### src/rtl/booth_multiplier_pkg.sv
// Shared multdiv definitions: Booth recoding ops, iteration count and FSM states.
package booth_multiplier_pkg;

    localparam int unsigned ITER_COUNT = 16;
    localparam int unsigned DATA_W     = 32;
    localparam int unsigned ACC_W      = DATA_W + 2;

    typedef enum logic [2:0] {
        OP_ZERO = 3'd0,
        OP_PM   = 3'd1,
        OP_P2M  = 3'd2,
        OP_NM   = 3'd3,
        OP_N2M  = 3'd4
    } booth_op_e;

    typedef enum logic [1:0] {
        ST_IDLE = 2'd0,
        ST_RUN  = 2'd1,
        ST_DONE = 2'd2
    } mult_state_e;

    // The 64-bit product fits in signed 32 bits only when its top 33 bits agree.
    function automatic logic mult_overflow(input logic [ACC_W-1:0] acc, input logic q_msb);
        logic [ACC_W:0] hi;
        hi = {acc, q_msb};
        return !((&hi) || (~|hi));
    endfunction

endpackage

### src/rtl/booth_multiplier_if.sv
// Start/operand/result bundle between the multdiv wrapper and the Booth multiplier.
interface booth_multiplier_if;
    logic        ctrl_MULT;
    logic [31:0] data_operandA;
    logic [31:0] data_operandB;
    logic [31:0] data_result;
    logic        data_exception;
    logic        data_resultRDY;
    logic        busy;

    modport master (
        output ctrl_MULT, data_operandA, data_operandB,
        input  data_result, data_exception, data_resultRDY, busy
    );

    modport slave (
        input  ctrl_MULT, data_operandA, data_operandB,
        output data_result, data_exception, data_resultRDY, busy
    );
endinterface

### src/rtl/booth_multiplier_recoder.sv
// Radix-4 Booth recoder: maps the {Q[1:0], q_m1} window to an add/subtract op.
module booth_recoder
    import booth_multiplier_pkg::*;
(
    input  logic [2:0] win_i,
    output booth_op_e  op_o
);
    always_comb begin
        op_o = OP_ZERO;
        unique case (win_i)
            3'b000, 3'b111: op_o = OP_ZERO;
            3'b001, 3'b010: op_o = OP_PM;
            3'b011:         op_o = OP_P2M;
            3'b100:         op_o = OP_N2M;
            3'b101, 3'b110: op_o = OP_NM;
            default:        op_o = OP_ZERO;
        endcase
    end
endmodule

### src/rtl/booth_multiplier.sv
// Sequential 32x32 signed radix-4 Booth multiplier: 16 steps, 17 cycles start-to-strobe.
// Starts are ignored while iterating; a start in the DONE cycle reloads with no bubble.
module booth_multiplier
    import booth_multiplier_pkg::*;
(
    input  logic                 clock,
    input  logic                 reset_n,
    booth_multiplier_if.slave    bus
);
    mult_state_e       state_q;
    logic [ACC_W-1:0]  a_q, m_q;
    logic [DATA_W-1:0] q_q;
    logic              qm1_q;
    logic [3:0]        cnt_q;
    logic [DATA_W-1:0] result_q;
    logic              exc_q, rdy_q, busy_q;

    booth_op_e         op;
    logic [ACC_W-1:0]  addend, sum;
    logic [ACC_W-1:0]  a_d;
    logic [DATA_W-1:0] q_d;
    logic              qm1_d;

    booth_recoder u_recoder (
        .win_i ({q_q[1:0], qm1_q}),
        .op_o  (op)
    );

    always_comb begin
        addend = '0;
        unique case (op)
            OP_PM:   addend = m_q;
            OP_P2M:  addend = m_q << 1;
            OP_NM:   addend = -m_q;
            OP_N2M:  addend = -(m_q << 1);
            default: addend = '0;
        endcase
        sum   = a_q + addend;
        // Arithmetic shift right by two of {A, Q, q_m1}
        a_d   = {{2{sum[ACC_W-1]}}, sum[ACC_W-1:2]};
        q_d   = {sum[1:0], q_q[DATA_W-1:2]};
        qm1_d = q_q[1];
    end

    always_ff @(posedge clock or negedge reset_n) begin
        if (!reset_n) begin
            state_q  <= ST_IDLE;
            a_q      <= '0;
            m_q      <= '0;
            q_q      <= '0;
            qm1_q    <= 1'b0;
            cnt_q    <= '0;
            result_q <= '0;
            exc_q    <= 1'b0;
            rdy_q    <= 1'b0;
            busy_q   <= 1'b0;
        end else begin
            unique case (state_q)
                ST_IDLE, ST_DONE: begin
                    rdy_q <= 1'b0;
                    if (bus.ctrl_MULT) begin
                        state_q <= ST_RUN;
                        a_q     <= '0;
                        q_q     <= bus.data_operandB;
                        qm1_q   <= 1'b0;
                        m_q     <= {{2{bus.data_operandA[DATA_W-1]}}, bus.data_operandA};
                        cnt_q   <= '0;
                        busy_q  <= 1'b1;
                    end else begin
                        state_q <= ST_IDLE;
                    end
                end
                ST_RUN: begin
                    a_q   <= a_d;
                    q_q   <= q_d;
                    qm1_q <= qm1_d;
                    cnt_q <= cnt_q + 4'd1;
                    if (cnt_q == 4'(ITER_COUNT - 1)) begin
                        state_q  <= ST_DONE;
                        result_q <= q_d;
                        exc_q    <= mult_overflow(a_d, q_d[DATA_W-1]);
                        rdy_q    <= 1'b1;
                        busy_q   <= 1'b0;
                    end
                end
                default: begin
                    state_q <= ST_IDLE;
                    rdy_q   <= 1'b0;
                    busy_q  <= 1'b0;
                end
            endcase
        end
    end

    assign bus.data_result    = result_q;
    assign bus.data_exception = exc_q;
    assign bus.data_resultRDY = rdy_q;
    assign bus.busy           = busy_q;

endmodule

### src/flat_wrapper.sv
// flat-port wrapper written by rule: the top's interface ports become plain ports
module booth_multiplier_flat import booth_multiplier_pkg::*;
  (clock, reset_n, bus_ctrl_MULT, bus_data_operandA, bus_data_operandB, bus_data_result, bus_data_exception, bus_data_resultRDY, bus_busy);
  booth_multiplier_if bus_i ();
  input  logic clock;
  input  logic reset_n;
  input wire logic [$bits(bus_i.ctrl_MULT)-1:0] bus_ctrl_MULT;
  input wire logic [$bits(bus_i.data_operandA)-1:0] bus_data_operandA;
  input wire logic [$bits(bus_i.data_operandB)-1:0] bus_data_operandB;
  output wire logic [$bits(bus_i.data_result)-1:0] bus_data_result;
  output wire logic [$bits(bus_i.data_exception)-1:0] bus_data_exception;
  output wire logic [$bits(bus_i.data_resultRDY)-1:0] bus_data_resultRDY;
  output wire logic [$bits(bus_i.busy)-1:0] bus_busy;
  assign bus_i.ctrl_MULT = bus_ctrl_MULT;
  assign bus_i.data_operandA = bus_data_operandA;
  assign bus_i.data_operandB = bus_data_operandB;
  assign bus_data_result = bus_i.data_result;
  assign bus_data_exception = bus_i.data_exception;
  assign bus_data_resultRDY = bus_i.data_resultRDY;
  assign bus_busy = bus_i.busy;
  booth_multiplier u_core (.clock(clock), .reset_n(reset_n), .bus(bus_i));
endmodule
### config.mk
export PLATFORM = sky130hd
export DESIGN_NAME = booth_multiplier_flat
export DESIGN_NICKNAME = d
export VERILOG_FILES = /design/src/rtl/booth_multiplier_pkg.sv /design/src/rtl/booth_multiplier_if.sv /design/src/rtl/booth_multiplier_recoder.sv /design/src/rtl/booth_multiplier.sv /design/src/flat_wrapper.sv
export SDC_FILE = /design/constraint.sdc
export NUM_CORES = 1
export LEC_CHECK = 0
export BUFFER_PORTS_ARGS = -buffer_cell sky130_fd_sc_hd__buf_2
export CORE_ASPECT_RATIO = 2
export CORE_UTILIZATION = 40
export DETAILED_ROUTE_END_ITERATION = 16
export HOLD_SLACK_MARGIN = 0.05
export SLEW_MARGIN = 20
export SYNTH_ARGS = -nofsm -noshare
export SYNTH_HDL_FRONTEND = slang
export SYNTH_SLANG_ARGS = --single-unit
export TNS_END_PERCENT = 1
### constraint.sdc
create_clock -name clock -period 4.85 [get_ports clock]
set_clock_uncertainty 0.2 [all_clocks]
set_input_delay 0.7275 -clock clock [delete_from_list [all_inputs] [get_ports clock]]
set_output_delay 0.7275 -clock clock [all_outputs]
set_load 0.005 [all_outputs]
=== Yosys cells after proc, flatten, opt, wreduce, memory -nomap -nowiden ===
Memory sizes are Yosys's and may differ from the RTL's.
Index checks and enable logic that the tools add are counted.

* Flip-flop bits (word level): 140
* Bits in read-only memories: 24
* Word-level logic and storage cells: 53
* Memories kept: 1

{| class="wikitable"
|+ Memories
! name !! depth !! width !! read ports !! clocked after Yosys merged registers in !! wr ports !! RTL line !! source
|-
| (name not given) || 8 || 3 || 1 || 0 || 0 || booth_multiplier_recoder.sv:10 || <nowiki>unique case (win_i)</nowiki>
|}

* Add/sub/neg operators: 4
* Eq/ne operators: 9
* Muxes and demuxes: 17
* Reductions and logical operators: 12

{| class="wikitable"
|+ Operator list
! cell !! number
|-
| $pmux W34 S4 || 1
|-
| $neg A34 Y34 || 2
|-
| $pmux W34 S2 || 1
|-
| $pmux W32 S2 || 1
|-
| $add A34 B34 Y34 || 1
|-
| $mux W34 || 1
|-
| $reduce_and A33 Y1 || 1
|-
| $reduce_or A33 Y1 || 1
|-
| $mux W32 || 1
|-
| $pmux W4 S2 || 1
|-
| $reduce_and A2 Y1 || 4
|-
| $eq A3 B2 Y1 const B || 2
|-
| $mux W1 || 6
|-
| $add A4 B1 Y4 const B || 1
|-
| $eq A4 B4 Y1 const B || 1
|-
| $mux W4 || 1
|-
| $pmux W1 S2 || 2
|-
| $pmux W2 S2 || 1
|-
| $eq A3 B1 Y1 const B || 1
|-
| $eq A3 B3 Y1 const B || 1
|-
| $eq A2 B1 Y1 const B || 1
|-
| $eq A2 B2 Y1 const B || 1
|-
| $logic_not A1 Y1 || 2
|-
| $logic_not A2 Y1 || 1
|-
| other kinds (6) || 6
|}

=== Depth between registers and ports, before layout ===
Gate-level depths: netlist (run 1).
An unclocked memory read counts as a cell.

* Depth in word-level cells: 8
* Gate-level depth with buffers: 23
* Gate-level depth less buffers: 22

=== Hierarchy ===
From an unflattened synthesis (run 1), not the netlist that was laid out.

* Cell total of the unflattened synthesis: 1124
* Area total of the unflattened synthesis: 9404.0 µm²

{| class="wikitable"
|+ Modules (own cells, without submodules)
! module !! times used !! cells each !! area each (µm²) !! seq. area each (µm²)
|-
| booth_multiplier || 1 || 1117 || 9345.2 || 3428.3
|-
| booth_recoder || 1 || 7 || 58.8 || 0.0
|}

=== Worst setup path after synthesis (run 1) ===
Ideal clock, no wire load.

* Path type: register to register
* Start point: register u_core.m_q[9]
* End point: register u_core.exc_q (netlist: u_core.bus.data_exception)
* Library setup time: 0.119 ns
* Arrival: 4.794 ns
* Slack: -0.263 ns
* Stages on the path, launching flop included: 22
* Path buffers: 0
* Cells stage by stage: dfrtp_1 > or4_1 > nor3_2 > nand3_1 > or3_1 > nor3_2 > xor2_1 > nor2_1 > a221oi_1 > o21ai_0 > ha_1 > a211oi_1 > nand2_1 > a21oi_1 > a31oi_1 > o41ai_1 > o21bai_1 > a21oi_1 > xor2_1 > or3_1 > o22ai_1 > nor2_1

* Word-level cells in the longest chain between the ends: 7
* Elaborated cells on any way between the ends: 9

{| class="wikitable"
|+ RTL lines
! item !! RTL line !! source
|-
| from (decl) || booth_multiplier.sv:11 || <nowiki>logic [ACC_W-1:0] a_q, m_q;</nowiki>
|-
| from (signal assigned) || booth_multiplier.sv:66 || <nowiki>m_q <= {{2{bus.data_operandA[DATA_W-1]}}, bus.data_operandA};</nowiki>
|-
| $neg A34 Y34, on equally long branches || booth_multiplier.sv:34, booth_multiplier.sv:35 ||
|-
| $pmux W34 S4 * || booth_multiplier.sv:31 || <nowiki>unique case (op)</nowiki>
|-
| $add A34 B34 Y34 * || booth_multiplier.sv:38 || <nowiki>sum = a_q + addend;</nowiki>
|-
| $reduce_or A33 Y1 || booth_multiplier_pkg.sv:26 || <nowiki>return !((&hi) || (~|hi));</nowiki>
|-
| $logic_not A1 Y1 || booth_multiplier_pkg.sv:26 ||
|-
| $logic_or A1 B1 Y1 * || booth_multiplier_pkg.sv:26 ||
|-
| $logic_not A1 Y1 * || booth_multiplier_pkg.sv:26 ||
|-
| to (signal assigned) || booth_multiplier.sv:81 || <nowiki>exc_q <= mult_overflow(a_d, q_d[DATA_W-1]);</nowiki>
|-
| to (decl) || booth_multiplier.sv:16 || <nowiki>logic exc_q, rdy_q, busy_q;</nowiki>
|}

Mark *: on every way between the ends. The rest lies on a longest branch, timed or not.
A chain may end at the register's enable or synchronous reset.

=== Worst setup path in the final report (run 1) ===
* Start point: register u_core.m_q[2]
* End point: register u_core.exc_q (netlist: u_core.bus.data_exception)

Same word-level chain as after synthesis.

==> metrics.txt, run 1 <==
status=finished with violations; failing checks=setup timing; TritonCTS clock tree=done; most frequent cells in the layout=240 x buf_4, 222 x nand2_1, 137 x dfrtp_1; die area=0.0227 mm²; final hold violations=0; Final ANT Viol Nets=0; clk sinks=137; cell count after synthesis=1032; final setup margin=-0.285 ns; endpoint type of the worst setup path=register; Ant. Diodes=0; fill cell count=1942; root buffer cell=clkbuf_16; Tmin final=just over 5 ns; Starting Density=40.9%; WP data required=4.98 ns; fin. max-slew vios=0; RSZ-0062 raised after global routing=true; Slew @ Worst Pin=between 0.8 and 0.9 ns; area occupied by registers=0.00343 mm²; Clock Latency Late Sink=0.43 ns; post-synthesis sequential area ratio=38.8%; final period utilization=106%; DR WL/cell=18.3 µm; Crit Path Max Fanout=4; Worst-path clk slew=0.06 ns; syn_area_per_cell=8.56 µm²; CP peak stage delay=about 0.56 ns; core area=0.0216 mm²; first-pass GRT wire length=46.8 mm; vias per inst=5.61; routed via count=9064; synth warn=0; I/O Pins=about 100; Chip Height=between 200 and 250 µm; nets=1436; CTS buffer count=17; grt ovf=0; Mapped Area=0.00884 mm²; hold-fix buffers at CTS=0; minimum hold slack=0.112 ns; largest net degree at the start of global routing=79; Main synth FF type=dfrtp_1; share of cells above drive strength 1=36.2%; area grow syn2layout=39.1%; multi-input logic area=0.00548 mm²; Hold Crit Class=input pin to asynchronous set/reset pin; initial antenna violation count=0; Die Wd=107 µm; All-Layer GR Usage=26.9%; Final Setup Violations=2; Seq cells post-synth=137; dpl ws=-0.535 ns; First-pass DRT Iterations=5; critical path type=register to register; Core Rows=76; CTS H-tree lvls=4; CP Cell Sequence=or4_4 -> nor4_4 -> buf_4 -> nand2_2 -> or2_4 -> or3_4 -> nor2_4 -> xor2_1 -> o21ai_1 -> ha_1 -> buf_6 -> a211oi_4 -> nand2_1 -> a21oi_2 -> buf_4 -> a31oi_4 -> o41ai_4 -> xnor2_1 -> nand2_1 -> or4_4 -> o22ai_2 -> nor2_1; final WL=29.6 mm; # DRC=0; top cells by area, synth=dfrtp_1 39%, nand2_1 9.7%, ha_1 5.2%; crit path launch type=register; post-synth top area cell=dfrtp_1; Final HPWL DP=~22 mm; Clock Path Buffers=2; Max Cap Viol=0; relative slew slack=46.3%; EDFF count, synth=0; Max stage delay cell, worst path=or4_4; fmax=just under 200 MHz; share of the synthesized area in the top cell type=38.8%; Final GP Congestion=0.942; DRT iter0 DRCs=~480; Syn Nets=1137; I/O Buffers=slightly above 100; vias in the first global route=around 9300; Critical Path AT=5.26 ns; asr flop ratio synth=100%; commonest non-fill, non-tap cell in the layout=buf_4; Netlist cell types=74
==> cell families after synthesis <==
| logic type | Yosys count | share of synthesized area, % |
|---|---|---|
| flip-flops | 137 | 38.8 |
| buffers and inverters | 79 | 3.47 |
| multiplexers | 31 | 3.94 |
| AO/OA/AOI/OAI | 288 | 22.3 |
| adder cells (fa/ha/maj) | 38 | 5.47 |
| AND/OR/NAND/NOR | 417 | 21.8 |
| XOR/XNOR | 42 | 4.25 |
==> what timing repair did <==
action | CTS | global route
endpoints found under the setup margin | 4 | 5
setup buffers | 9 | 9
pin swaps | 33 | 36
resized for setup | 29 | 47
==> worst max-delay path, delay by kind of cell, from the launching register on <==
| kind | cells | cell delay (ns) |
|---|---|---|
| flip-flops | 1 | 0.39 |
| buffers and inverters | 3 | 0.47 |
| adder cells (fa/ha/maj) | 1 | 0.34 |
| AND/OR/NAND/NOR | 10 | 2.22 |
| XOR/XNOR | 2 | 0.36 |
| AO/OA/AOI/OAI | 6 | 1.03 |
==> stage by stage <==
step                cell area (µm²)  cells  TNS (ns)  util (%)
floorplan                      8900   1032   -0.0228         -
global placement              11200   1567    -0.494      52.0
detailed placement            11200   1567    -0.712      52.0
CTS                           12100   1608    -0.420      55.8
global route                  12300   1617     -1.03      57.0
finish                        12300   1617    -0.359      57.0
==> cells in the mapped netlist, types with 3 or more instances <==
library cell / instances
o22ai_1: 5
a31oi_1: 6
o311ai_0: 14
xnor2_1: 21
xor2_1: 20
a22o_1: 24
a21boi_0: 3
or4_1: 5
o22a_1: 3
ha_1: 37
and2_1: 4
dfrtp_1: 137
o21ai_0: 72
a22oi_1: 36
a222oi_1: 7
nor4_1: 11
nor2_1: 52
or2_2: 8
nor2b_1: 3
o21ai_1: 8
or3_1: 13
o21a_1: 4
and3_1: 5
inv_1: 15
nand2_1: 228
a221oi_1: 5
nand3b_1: 3
nand3_1: 17
nand2b_1: 8
nor3_1: 33
mux2_2: 30
a221o_1: 3
a211oi_1: 5
nor3_2: 5
o21bai_1: 5
clkbuf_1: 57
buf_1: 3
nand4_1: 11
a21oi_1: 52
a21o_1: 9
==> final timing paths <==
| kind | start | cells past startpoint | slack, ns | to |
|---|---|---|---|---|
| max | u_core.m_q[2] | 22 | -0.28 | u_core.bus.data_exception |
| min | reset_n | 1 | 0.11 | u_core.bus.data_result[21] |
| max reg2reg | u_core.m_q[2] | 22 | -0.28 | u_core.bus.data_exception |
| min reg2reg | u_core.bus.data_result[21] | 2 | 0.27 | u_core.bus.data_result[21] |
| max in group asynchronous | reset_n | 2 | 3.36 | u_core.m_q[26] |
| min in group clock | u_core.bus.data_result[21] | 2 | 0.27 | u_core.bus.data_result[21] |
==> layout make-up <==
cell class	count	share of cell area, %
inverters	16	0.488
clock buffers	21	3.91
well taps	273	2.78
flip-flops and latches	137	27.9
multi-input cells	816	44.6
repair buffers	343	19.1
clock inverters	11	1.30
==> flip-flops by register name (all words and copies together) (netlist names) <==
signal	flops
u_core.bus.data_exception	1
u_core.m_q	32
u_core.state_q	2
u_core.q_q	32
u_core.a_q	32
u_core.bus.data_result	32
u_core.bus.busy	1
u_core.qm1_q	1
u_core.cnt_q	4
==> metal layers <==
layer | share of wire (%) | global-route usage (%)
met5 | 0 | 0
met4 | 4.7 | 14.2
met3 | 2.6 | 3.37
met2 | 56 | 51.6
met1 | 36 | 27.8
Power of run 1 is left out: the tool's default activity adds up to more than one toggle a clock period on the data nets, which glitch-free logic cannot reach.
==> inputs of run 2 (changes only) <==
--- a/config.mk
+++ b/config.mk
@@ -8,8 +8,10 @@
 export BUFFER_PORTS_ARGS = -buffer_cell sky130_fd_sc_hd__buf_2
 export CORE_ASPECT_RATIO = 2
 export CORE_UTILIZATION = 40
+export CTS_CLUSTER_DIAMETER = 150
 export DETAILED_ROUTE_END_ITERATION = 16
 export HOLD_SLACK_MARGIN = 0.05
+export PLACE_DENSITY_LB_ADDON = 0.12
 export SLEW_MARGIN = 20
 export SYNTH_ARGS = -nofsm -noshare
 export SYNTH_HDL_FRONTEND = slang
==> constraint.sdc (replaced) <==
create_clock -name clock -period 4.85 [get_ports clock]
set_clock_uncertainty 0.2 [all_clocks]
set_input_delay 0.485 -clock clock [delete_from_list [all_inputs] [get_ports clock]]
set_output_delay 0.485 -clock clock [all_outputs]
set_load 0.005 [all_outputs]
==> metrics.txt, run 2 (synthesis gave the netlist of run 1 again) <==
status=finished with violations; failing checks=setup timing; most frequent cells in the layout=225 x buf_4, 223 x nand2_1, 137 x dfrtp_1; vias per inst=5.54 (-1.1%); CTS H-tree lvls=4 (unchanged); final setup margin=-0.367 ns (-0.0821 ns); WHS Path Cells=3; WP data required=4.98 ns (about the same); commonest non-fill, non-tap cell in the layout=buf_4; Critical Path AT=5.35 ns (+0.09 ns); DRT iter0 DRCs=479 (unchanged); Clock Path Buffers=2 (unchanged); I/O Buffers=101 (unchanged); final period utilization=108% (+1.7 points); Chip Height=212 µm (unchanged); final hold violations=0 (unchanged); critical path type=register to register; fill cell count=2000 (+3.0%); Worst-path clk slew=0.06 ns (about the same); Final Setup Violations=1 (-1); relative slew slack=39.4% (-6.9 points); crit path launch type=register; I/O Pins=102 (unchanged); initial antenna violation count=0 (unchanged); Reg2Reg Setup Slack=-0.37 ns (-0.08 ns); # DRC=0 (unchanged); TritonCTS clock tree=done; final WL=29.2 mm (-1.3%); fin. max-slew vios=0 (unchanged); Final HPWL DP=22.1 mm (-0.97%); Hold Crit Class=input pin to register; area grow syn2layout=38.5%; Tmin final=5.22 ns (+0.0821 ns); DR WL/cell=18.0 µm (-1.3%); RR Endpoint=u_core.bus.data_exception; Die Wd=107 µm (unchanged); first-pass GRT wire length=46.1 mm (-1.5%); Final ANT Viol Nets=0 (unchanged); All-Layer GR Usage=26.8% (-0.11 points); endpoint type of the worst setup path=register; Max Cap Viol=0 (unchanged); Core Rows=76 (unchanged); nets=1436 (unchanged); Starting Density=40.9% (unchanged); RR Startpoint=u_core.m_q[2]; core area=0.0216 mm² (unchanged); post-route setup TNS=-0.367 ns (-0.00815 ns); routed via count=8962 (-1.1%); share of cells above drive strength 1=34.9% (-1.3 points); die area=0.0227 mm² (unchanged); Final GP Congestion=0.872 (-7.3%); Ant. Diodes=0 (unchanged); First-pass DRT Iterations=5 (unchanged); CTS buffer count=17 (unchanged); Clock Latency Late Sink=0.44 ns (about the same); R2R depth=18 (-18%); Slew @ Worst Pin=0.906 ns (+0.102 ns); root buffer cell=clkbuf_16; RSZ-0062 raised after global routing=true; min-delay src=bus_data_operandB[15]; Hold Path Sink=u_core.q_q[15]; clk sinks=137 (unchanged); Crit Path Max Fanout=7 (+3); vias in the first global route=8909 (-4.0%); grt ovf=0 (unchanged); largest net degree at the start of global routing=70 (-11%); fmax=192 MHz (-1.6%)
run 2: cell types whose count changed in the layout (fill, tap and decap cells not counted), moves of 3 or more:
cell,before,now
dlygate4sd3_1,0,13
buf_12,1,4
clkbuf_8,4,1
clkinv_2,0,3
clkbuf_1,0,3
o21ai_1,20,12
o311ai_1,4,0
o311ai_0,10,14
buf_4,240,225
o21ai_0,58,64
run 2: cell type report:
type | count | area (µm²) | area share [%]
clock buffers | 21 | 450 | 3.68
clock inverters | 11 | 123 | 1.00
inverters | 16 | 60.1 | 0.491
multi-input cells | 816 | 5420 | 44.3
flip-flops and latches | 137 | 3430 | 28.0
well taps | 273 | 342 | 2.79
repair buffers | 343 | 2410 | 19.7
run 2: worst max path at each step:
stage / end / cells past startpoint / from
2_1_floorplan: u_core.bus.data_exception / 22 / u_core.m_q[11]
3_3_place_gp: u_core.bus.data_exception / 20 / u_core.m_q[9]
3_5_place_dp: u_core.bus.data_exception / 21 / u_core.m_q[1]
4_1_cts: u_core.bus.data_exception / 22 / u_core.m_q[1]
5_1_grt: u_core.bus.data_exception / 22 / u_core.m_q[2]
6_report: u_core.bus.data_exception / 18 / u_core.m_q[2]
run 2: through the flow:
stage | setup slack [ns] | utilization, % | cell area (µm²) | std cells | hold WS (ns)
finish | -0.367 | 56.7 | 12200 | 1617 | 0.0689
global route | -0.621 | 56.7 | 12200 | 1617 | 0.0595
CTS | -0.307 | 55.6 | 12000 | 1612 | 0.0524
detailed placement | -0.441 | 52.1 | 11300 | 1567 | 0.258
global placement | -0.415 | 52.1 | 11300 | 1567 | 0.255
floorplan | -0.0228 | - | 8900 | 1032 | -0.0106
run 2: per-layer routing:
metal / track usage (%) / wire length [µm] / vias to the layer above
met5: 0 / 0 / -
met4: 13.3 / 1380 / 0
met3: 4.20 / 954 / 58
met2: 50.7 / 16100 / 218
met1: 28.1 / 10800 / 4343
li1: - / - / 4343
run 2: repair_timing:
item                                   4_1_cts  5_1_grt
gates cloned                                 0        0
gates resized for setup                     10       47
pin swaps                                    5       31
endpoints found under the hold margin       72        0
hold buffers                                13        0
setup endpoints to repair                    3        7
buffers inserted                             0        5
run 2: critical path, cell delays in order (launching register included):
cell and delay [ns]:
dfrtp_1 0.38, or4_4 0.55, nor4_4 0.36, nand2b_1 0.12, or3_4 0.35, o31a_1 0.24
a21oi_1 0.17, a222oi_1 0.11, o21ai_1 0.16, ha_2 0.36, a21o_1 0.21, a21oi_1 0.20
a21bo_2 0.25, a21oi_1 0.18, xor2_1 0.35, nand4b_1 0.17, or4_4 0.54, o22ai_2 0.14
nor2_1 0.05
Power of run 2 is left out for the same reason.
